**src/rtl/l2_dbg_arbiter.sv**
```systemverilog
// Two-master arbiter sharing one L2 port between the JTAG debug bridge (dbg)
// and the SoC interconnect (soc). TCDM-style req/gnt/r_valid on all ports,
// zero added latency; read/write responses routed back to the issuing master.
module l2_dbg_arbiter #(
  parameter int unsigned ADDR_WIDTH = 32,
  parameter int unsigned DATA_WIDTH = 32,
  parameter int unsigned MAX_STREAK = 8
) (
  input  logic                    clk_i,
  input  logic                    rst_n,
  input  logic                    dbg_prio_i,
  // debug bridge master
  input  logic                    dbg_req_i,
  output logic                    dbg_gnt_o,
  input  logic [ADDR_WIDTH-1:0]   dbg_add_i,
  input  logic                    dbg_we_i,
  input  logic [DATA_WIDTH/8-1:0] dbg_be_i,
  input  logic [DATA_WIDTH-1:0]   dbg_wdata_i,
  output logic                    dbg_r_valid_o,
  output logic [DATA_WIDTH-1:0]   dbg_r_rdata_o,
  // SoC interconnect master
  input  logic                    soc_req_i,
  output logic                    soc_gnt_o,
  input  logic [ADDR_WIDTH-1:0]   soc_add_i,
  input  logic                    soc_we_i,
  input  logic [DATA_WIDTH/8-1:0] soc_be_i,
  input  logic [DATA_WIDTH-1:0]   soc_wdata_i,
  output logic                    soc_r_valid_o,
  output logic [DATA_WIDTH-1:0]   soc_r_rdata_o,
  // shared L2 port
  output logic                    l2_req_o,
  input  logic                    l2_gnt_i,
  output logic [ADDR_WIDTH-1:0]   l2_add_o,
  output logic                    l2_we_o,
  output logic [DATA_WIDTH/8-1:0] l2_be_o,
  output logic [DATA_WIDTH-1:0]   l2_wdata_o,
  input  logic                    l2_r_valid_i,
  input  logic [DATA_WIDTH-1:0]   l2_r_rdata_i,
  output logic                    spurious_o
);

  localparam logic [7:0] STREAK_MAX = 8'(MAX_STREAK);

  typedef enum logic {
    MST_DBG = 1'b0,
    MST_SOC = 1'b1
  } master_e;

  master_e    sel;
  logic       handshake;

  logic       hold_vld_q, hold_vld_d;
  master_e    hold_own_q, hold_own_d;
  master_e    rr_q, rr_d;
  logic       pend_vld_q, pend_vld_d;
  master_e    pend_own_q, pend_own_d;
  logic [7:0] streak_q, streak_d;
  logic       spurious_q, spurious_d;

  assign l2_req_o  = dbg_req_i | soc_req_i;
  assign handshake = l2_req_o & l2_gnt_i;

  // Master selection: a stalled request keeps the port, otherwise lone
  // requester, then priority-with-guard or round-robin on a tie.
  always_comb begin
    sel = MST_DBG;
    if (hold_vld_q) begin
      sel = hold_own_q;
    end else if (soc_req_i && !dbg_req_i) begin
      sel = MST_SOC;
    end else if (soc_req_i && dbg_req_i) begin
      if (dbg_prio_i) begin
        if (streak_q == STREAK_MAX) sel = MST_SOC;
        else                        sel = MST_DBG;
      end else begin
        if (rr_q == MST_DBG) sel = MST_SOC;
        else                 sel = MST_DBG;
      end
    end
  end

  // Payload mux, grants and response routing toward the masters.
  always_comb begin
    l2_add_o      = dbg_add_i;
    l2_we_o       = dbg_we_i;
    l2_be_o       = dbg_be_i;
    l2_wdata_o    = dbg_wdata_i;
    if (sel == MST_SOC) begin
      l2_add_o    = soc_add_i;
      l2_we_o     = soc_we_i;
      l2_be_o     = soc_be_i;
      l2_wdata_o  = soc_wdata_i;
    end
    dbg_gnt_o     = handshake & (sel == MST_DBG);
    soc_gnt_o     = handshake & (sel == MST_SOC);
    dbg_r_valid_o = l2_r_valid_i & pend_vld_q & (pend_own_q == MST_DBG);
    soc_r_valid_o = l2_r_valid_i & pend_vld_q & (pend_own_q == MST_SOC);
  end

  assign dbg_r_rdata_o = l2_r_rdata_i;
  assign soc_r_rdata_o = l2_r_rdata_i;
  assign spurious_o    = spurious_q;

  // Next-state for hold, round-robin pointer, dbg streak, pending response
  // owner and the sticky spurious-response flag.
  always_comb begin
    hold_vld_d = hold_vld_q;
    hold_own_d = hold_own_q;
    rr_d       = rr_q;
    streak_d   = streak_q;
    pend_vld_d = handshake;
    pend_own_d = pend_own_q;
    spurious_d = spurious_q | (l2_r_valid_i & ~pend_vld_q);

    if (handshake) begin
      hold_vld_d = 1'b0;
      rr_d       = sel;
      pend_own_d = sel;
    end else if (l2_req_o) begin
      hold_vld_d = 1'b1;
      hold_own_d = sel;
    end

    if (!soc_req_i) begin
      streak_d = '0;
    end else if (handshake && sel == MST_SOC) begin
      streak_d = '0;
    end else if (handshake && streak_q != STREAK_MAX) begin
      streak_d = streak_q + 8'd1;
    end
  end

  // State registers; reset drops any in-flight response ownership.
  always_ff @(posedge clk_i or negedge rst_n) begin
    if (!rst_n) begin
      hold_vld_q <= 1'b0;
      hold_own_q <= MST_DBG;
      rr_q       <= MST_SOC;
      pend_vld_q <= 1'b0;
      pend_own_q <= MST_DBG;
      streak_q   <= '0;
      spurious_q <= 1'b0;
    end else begin
      hold_vld_q <= hold_vld_d;
      hold_own_q <= hold_own_d;
      rr_q       <= rr_d;
      pend_vld_q <= pend_vld_d;
      pend_own_q <= pend_own_d;
      streak_q   <= streak_d;
      spurious_q <= spurious_d;
    end
  end

endmodule

```
**config.mk**
```make
export PLATFORM = sky130hd
export DESIGN_NAME = l2_dbg_arbiter
export DESIGN_NICKNAME = d
export VERILOG_FILES = /design/src/rtl/l2_dbg_arbiter.sv
export SDC_FILE = /design/constraint.sdc
export NUM_CORES = 1
export LEC_CHECK = 0
export CAP_MARGIN = 30
export CORE_AREA = 2 2 122 124
export CTS_BUF_LIST = sky130_fd_sc_hd__clkbuf_16
export DETAILED_ROUTE_END_ITERATION = 7
export DIE_AREA = 0 0 124 126
export PLACE_DENSITY = 0.56
export SETUP_SLACK_MARGIN = 0.3
export SLEW_MARGIN = 20
export SYNTH_ARGS = -nofsm -noshare
export SYNTH_HDL_FRONTEND = slang
export SYNTH_SLANG_ARGS = --single-unit
```
**constraint.sdc**
```tcl
create_clock -name clk_i -period 6.15 [get_ports clk_i]
set_input_delay 1.23 -clock clk_i [delete_from_list [all_inputs] [get_ports clk_i]]
set_output_delay 1.23 -clock clk_i [all_outputs]
set_load 0.02 [all_outputs]
```
==> flow_metrics.tcl, run 1 <==
set metrics [dict create \
    finalSetupViolCount 0 \
    synth_seq_cells 14 \
    grt_pass1_wl_microns 14400 \
    yosys_warnings 0 \
    coreArea_sq_mm 0.0143 \
    grt_max_degree 51 \
    synth_area_leader_cell "mux2_2" \
    powerDensity_mw_per_mm2 166 \
    drt_iter0_drc 56 \
    synth_edf_count 0 \
    antenna_found_initial 9 \
    syn-num-nets 397 \
    postRouteAntennaNets 0 \
    die_w_microns 124 \
    gp_congestion 0.756 \
    drive_gt1_share_pct 20.2 \
    syn-cell-area_sq_mm 0.00208 \
    ctsHtreeMaxLevel 1 \
    setup_tns_ns 0 \
    worst_path_dominant_cell_family "buffers and inverters" \
    ctsResizeCount 0 \
    synth_top_area_share_pct 34.7 \
    synthToLayoutAreaGrowth_pct 95.2 \
    die_y_microns 126 \
    wl_microns 10900 \
    crit_top_cell "clkdlybuf4s50_1" \
    cts.clk_slew.worst_paths_ns 0.05 \
    synth_top_family_by_area "multiplexers" \
    post-cts-setup-buffer-count 0 \
    hp-class "register to register" \
    reg2reg_setup_slack_ns 4.32 \
    drv_slew 0 \
    reg2reg_to "streak_q[2]" \
    initial_utilization_pct 14.5 \
    max_stage_delay_ns 0.55 \
    gr-total-overflow 0 \
    syn_avg_cell_area_sq_um 9.53 \
    reg2reg_depth 6 \
    p_leak_nw 1.51 \
    cts_tree "built" \
    dr.pass1.iters 2 \
    slew_headroom_pct 53.1 \
    period_share_pct 83.0 \
    wl_per_cell_microns 19.4 \
    end_kind "primary output" \
    ys_async_sr_fraction_pct 100 \
    synth_area_leaders "mux2_2, buf_4, dfrtp_1, buf_6, mux2_1" \
    holdPathStages 1 \
    outcome "finished, final reports clean" \
    r2r_start "streak_q[0]" \
    rsz0062_at_grt "false" \
    synth_compound_area_share_pct 5.00 \
    finalClockSkew_ns 0.00328 \
    cpMaxStageDelayCell "clkdlybuf4s50_1" \
    ys_seq_area_share_pct 16.9 \
    arrival_ns 3.87 \
    required_ns 4.92 \
    hold_end "spurious_o" \
    hpwlAfterDp_microns 9710 \
    timing.critical_path.buf_inv 3 \
    synth_cell_type_count 31 \
    syn_inst 218 \
    cp_max_fo 50 \
    vias 2169 \
    ios 316 \
    startpoint_type "input pin" \
    via_per_inst 3.87 \
    synth_ff_type "dfrtp_1" \
    vdd_drop_max_mv 0.0786 \
    pre_cts_ws_ns 1.01 \
    period_needed_ns 5.10 \
    grt_pass1_vias 2231 \
    crit_type "input pin to primary output" \
    dieArea_sq_mm 0.0156 \
    grt.total_usage_pct 12.8 \
    nets 551 \
    synth-xor-area-share_pct 2.53 \
    worstMarginPinSlew_ns 0.703 \
    row_count 44 \
    portBuffers 219 \
    max-clock-path-buffers 2 \
    finalHoldViolations 0 \
    yosys.area_share.simple_pct 8.31 \
    holdBufCountCts 0 \
    crit_chain "clkdlybuf4s50_1 > nor4b_2 > a21oi_1 > o31ai_4 > buf_12 > mux2_2 > clkdlybuf4s50_1" \
    fmax_ghz 0.196 \
    drc_errors 0 \
    layout_setup_ws_ns 1.05 \
    clk_latency_ns 0.24 \
    hold_path_startpoint "spurious_o" \
    root_buffer "clkbuf_16" \
    yosys.area_share.adder_pct 1.20 \
    synthMuxAreaShare_pct 37.9 \
    synthTopCellsByCount "buf_4, mux2_2, dfrtp_1, nor2_1, nand2_1" \
    maxCapViolations 0 \
    numCtsBuffers 3 \
    cts.sinks 14 \
]
==> final cells by class <==
cell class	instances	area (sq um)
multi-input cells	126	1140
flip-flops and latches	14	352
diodes	5	12.5
fillers	1471	10300
clock inverters	1	3.75
well taps	184	230
inverters	6	22.5
clock buffers	3	75.1
repair buffers	221	2220
==> state kept, by name (all words and copies together) (netlist names) <==
signal      flops
pend_vld_q      1
pend_own_q      1
hold_own_q      1
spurious_o      1
rr_q            1
hold_vld_q      1
streak_q        8
==> kinds of logic after synthesis <==
| family | count (synthesis) |
|---|---|
| fa+ha+maj | 2 |
| compound gates | 14 |
| mux | 70 |
| flops | 14 |
| buf+inv | 78 |
| simple gates | 34 |
| xor+xnor | 6 |
==> layer usage <==
metal  up-vias  track usage (%)  wire, microns
li1       1004                -              -
met1       963             16.5           4680
met2       176             17.1           4090
met3        18             10.4           2000
met4         8             1.39             60
met5         -                0             48
==> placed cells by master (no fill, tap or decap), types with 3 or more instances in the layout <==
master	n
inv_1	6
nor2_1	13
clkdlybuf4s50_1	219
clkbuf_16	3
dfrtp_1	13
diode_2	5
o21ai_0	3
nand2_1	9
and3_1	3
nand4_1	3
mux2_2	64
xor2_1	5
a21oi_1	3
mux2_1	5
==> stage by stage <==
step                      instances  power, mW  area [sq um]  hold slack [ns]  utilization [%]
after global routing            555      0.711          4040            0.486             28.3
after global placement          551      0.552          3970            0.442             27.7
final                           560      0.673          4060            0.457             28.3
after floorplan                 218      0.387          2080            0.463                -
after detailed placement        551      0.554          3970            0.451             27.7
after CTS                       555      0.683          4040            0.465             28.3
==> worst max-delay path by stage <==
stage	endpoint	slack, ns	depth (start not counted)	start
floorplan	l2_add_o[21]	2.35	5	dbg_prio_i
global placement	l2_add_o[28]	1.06	7	dbg_prio_i
detailed placement	l2_add_o[10]	1.01	7	dbg_prio_i
CTS	l2_add_o[10]	1.01	7	dbg_prio_i
global route	l2_add_o[10]	0.86	7	dbg_prio_i
finish	l2_add_o[10]	1.05	7	dbg_prio_i
==> power by group <==
part	internal, mW	switching, mW	leakage (nW)	total, mW
clock	0.0860	0.0373	0.0386	0.123
combinational	0.260	0.185	1.30	0.445
sequential	0.0996	0.00543	0.178	0.105
No activity file was read; power rests on OpenSTA's default activity.
==> run 2, diff against run 1 <==
Settings changed: CORE_AREA 2 2 122 124 to 2 2 121 123, DIE_AREA 0 0 124 126 to 0 0 123 125, PLACE_DENSITY 0.56 to 0.57.
Clock period 6.15 ns to 5.01 ns, I/O delays scaled along.
==> run 2 against run 1 <==
  * Via count is essentially flat
  * Non-clock buffer count is the same
  * Setup slack lost 0.50 ns
  * Wire length shrank 3.2%
  * Cell area is essentially flat
  * Combinational power grew 24%
  * Sequential power grew 23%
  * Critical path type unchanged
  * Critical endpoint is now l2_add_o[17]
  * Largest cell class unchanged
  * Largest power group unchanged
==> flow_metrics.tcl, run 2 (synthesis gave the netlist of run 1 again) <==
set metrics [dict create \
    nets 551 \
    ctsResizeCount 0 \
    maxCapViolations 0 \
    synthToLayoutAreaGrowth_pct 95.1 \
    worstSetupStartpoint "dbg_prio_i" \
    finalHoldViolations 0 \
    cts.sinks 14 \
    worst_path_dominant_cell_family "buffers and inverters" \
    ctsHtreeMaxLevel 1 \
    cts.clk_slew.worst_paths_ns 0.04 \
    drt_iter0_drc 59 \
    fmax_ghz 0.224 \
    drc_errors 0 \
    portBuffers 219 \
    arrival_ns 3.46 \
    final_cell_mix "clkdlybuf4s50_1, mux2_2, nor2_1, dfrtp_1, nand2_1" \
    max-clock-path-buffers 2 \
    critPathCapture "l2_add_o[17]" \
    powerDensity_mw_per_mm2 205 \
    top_register "streak_q" \
    dr.pass1.iters 4 \
    fin_cells 559 \
    hpwlAfterDp_microns 9170 \
    startpoint_type "input pin" \
    crit_top_cell "clkdlybuf4s50_1" \
    initial_utilization_pct 14.6 \
    period_needed_ns 4.46 \
    crit_type "input pin to primary output" \
    hp-class "register to register" \
    cpMaxStageDelayCell "clkdlybuf4s50_1" \
    dp_cells 551 \
    mostFrequentLayoutCell "clkdlybuf4s50_1" \
    coreArea_sq_mm 0.0142 \
    drv_slew 0 \
    reg2reg_depth 6 \
    p_leak_nw 1.51 \
    reg2reg_setup_slack_ns 3.23 \
    worstMarginPinSlew_ns 0.677 \
    grt.total_usage_pct 12.6 \
    grt_max_degree 57 \
    die_w_microns 123 \
    crit_chain "clkdlybuf4s50_1 > nor4b_2 > a21oi_1 > o31ai_4 > buf_12 > mux2_2 > clkdlybuf4s50_1" \
    gr-total-overflow 0 \
    gp_congestion 0.782 \
    period_share_pct 89.0 \
    vdd_drop_max_mv 0.132 \
    r2r_start "streak_q[0]" \
    row_count 44 \
    reg2reg_to "streak_q[1]" \
    drive_gt1_share_pct 20.2 \
    largest_reg_flops 8 \
    root_buffer "clkbuf_16" \
    postRouteAntennaNets 0 \
    holdWs_ns 0.467 \
    fin_total_pwr_uw 830 \
    vias 2168 \
    rsz0062_at_grt "false" \
    post-cts-setup-buffer-count 0 \
    finalSetupViolCount 0 \
    required_ns 4.01 \
    slew_headroom_pct 54.9 \
    setup_tns_ns 0 \
    path_depth 7 \
    dieArea_sq_mm 0.0154 \
    cp_max_fo 56 \
    max_stage_delay_ns 0.55 \
    clk_latency_ns 0.24 \
    grt_pass1_vias 2218 \
    die_y_microns 125 \
    end_kind "primary output" \
    via_per_inst 3.88 \
    antenna_found_initial 7 \
    finalClockSkew_ns 0.00567 \
    grt_pass1_wl_microns 14100 \
    timing.critical_path.buf_inv 3 \
    wl_per_cell_microns 18.8 \
    wl_microns 10500 \
    ios 316 \
    numCtsBuffers 3 \
    cts_tree "built" \
    holdBufCountCts 0 \
    outcome "finished, final reports clean" \
]
run 2: changes by cell type in the layout (fill, tap and decap cells not counted):
cell,delta
clkinv_1,-1
diode_2,-1
inv_1,+1
run 2: worst min-delay path by stage:
stage / startpoint / endpoint / slack, ns / cells after the start
floorplan: hold_own_q / hold_own_q / 0.46 / 2
global placement: spurious_o / spurious_o / 0.44 / 1
detailed placement: spurious_o / spurious_o / 0.47 / 1
CTS: spurious_o / spurious_o / 0.48 / 1
global route: spurious_o / spurious_o / 0.49 / 1
finish: spurious_o / spurious_o / 0.47 / 1
run 2: cell type report:
cell class / instances / area [sq um]
Sequential cell: 14 / 352
Fill cell: 1462 / 10100
Antenna cell: 4 / 10.0
Tap cell: 184 / 230
Clock buffer: 3 / 75.1
Timing Repair Buffer: 221 / 2220
Clock inverter: 1 / 3.75
Inverter: 6 / 22.5
Multi-Input combinational cell: 126 / 1140
run 2: where the power goes:
part / total [mW] / switching, mW / leakage [nW] / internal (mW)
Clock: 0.149 / 0.0435 / 0.0423 / 0.105
Combinational: 0.552 / 0.233 / 1.30 / 0.319
Sequential: 0.129 / 0.00706 / 0.178 / 0.122
run 2: metrics by stage:
stage	util (%)	area, sq um	worst slack, ns
after floorplan	-	2080	1.66
after global placement	27.9	3970	0.580
after detailed placement	27.9	3970	0.519
after CTS	28.5	4040	0.510
after global routing	28.5	4050	0.431
final	28.5	4050	0.549
run 2: routing by layer:
| metal | up-vias | track usage (%) | share of wire [%] |
|---|---|---|---|
| met5 | - | 0 | 0.32 |
| met4 | 6 | 2.54 | 1.3 |
| met3 | 14 | 8.44 | 16 |
| met2 | 166 | 19.2 | 43 |
| met1 | 986 | 14.6 | 39 |
| li1 | 996 | - | - |
==> run 3, diff against run 2 <==
Settings changed: CTS_CLUSTER_DIAMETER from default to 200.
==> results of run 3 <==
The final DEF is identical to that of run 2; final timing and power are the same.
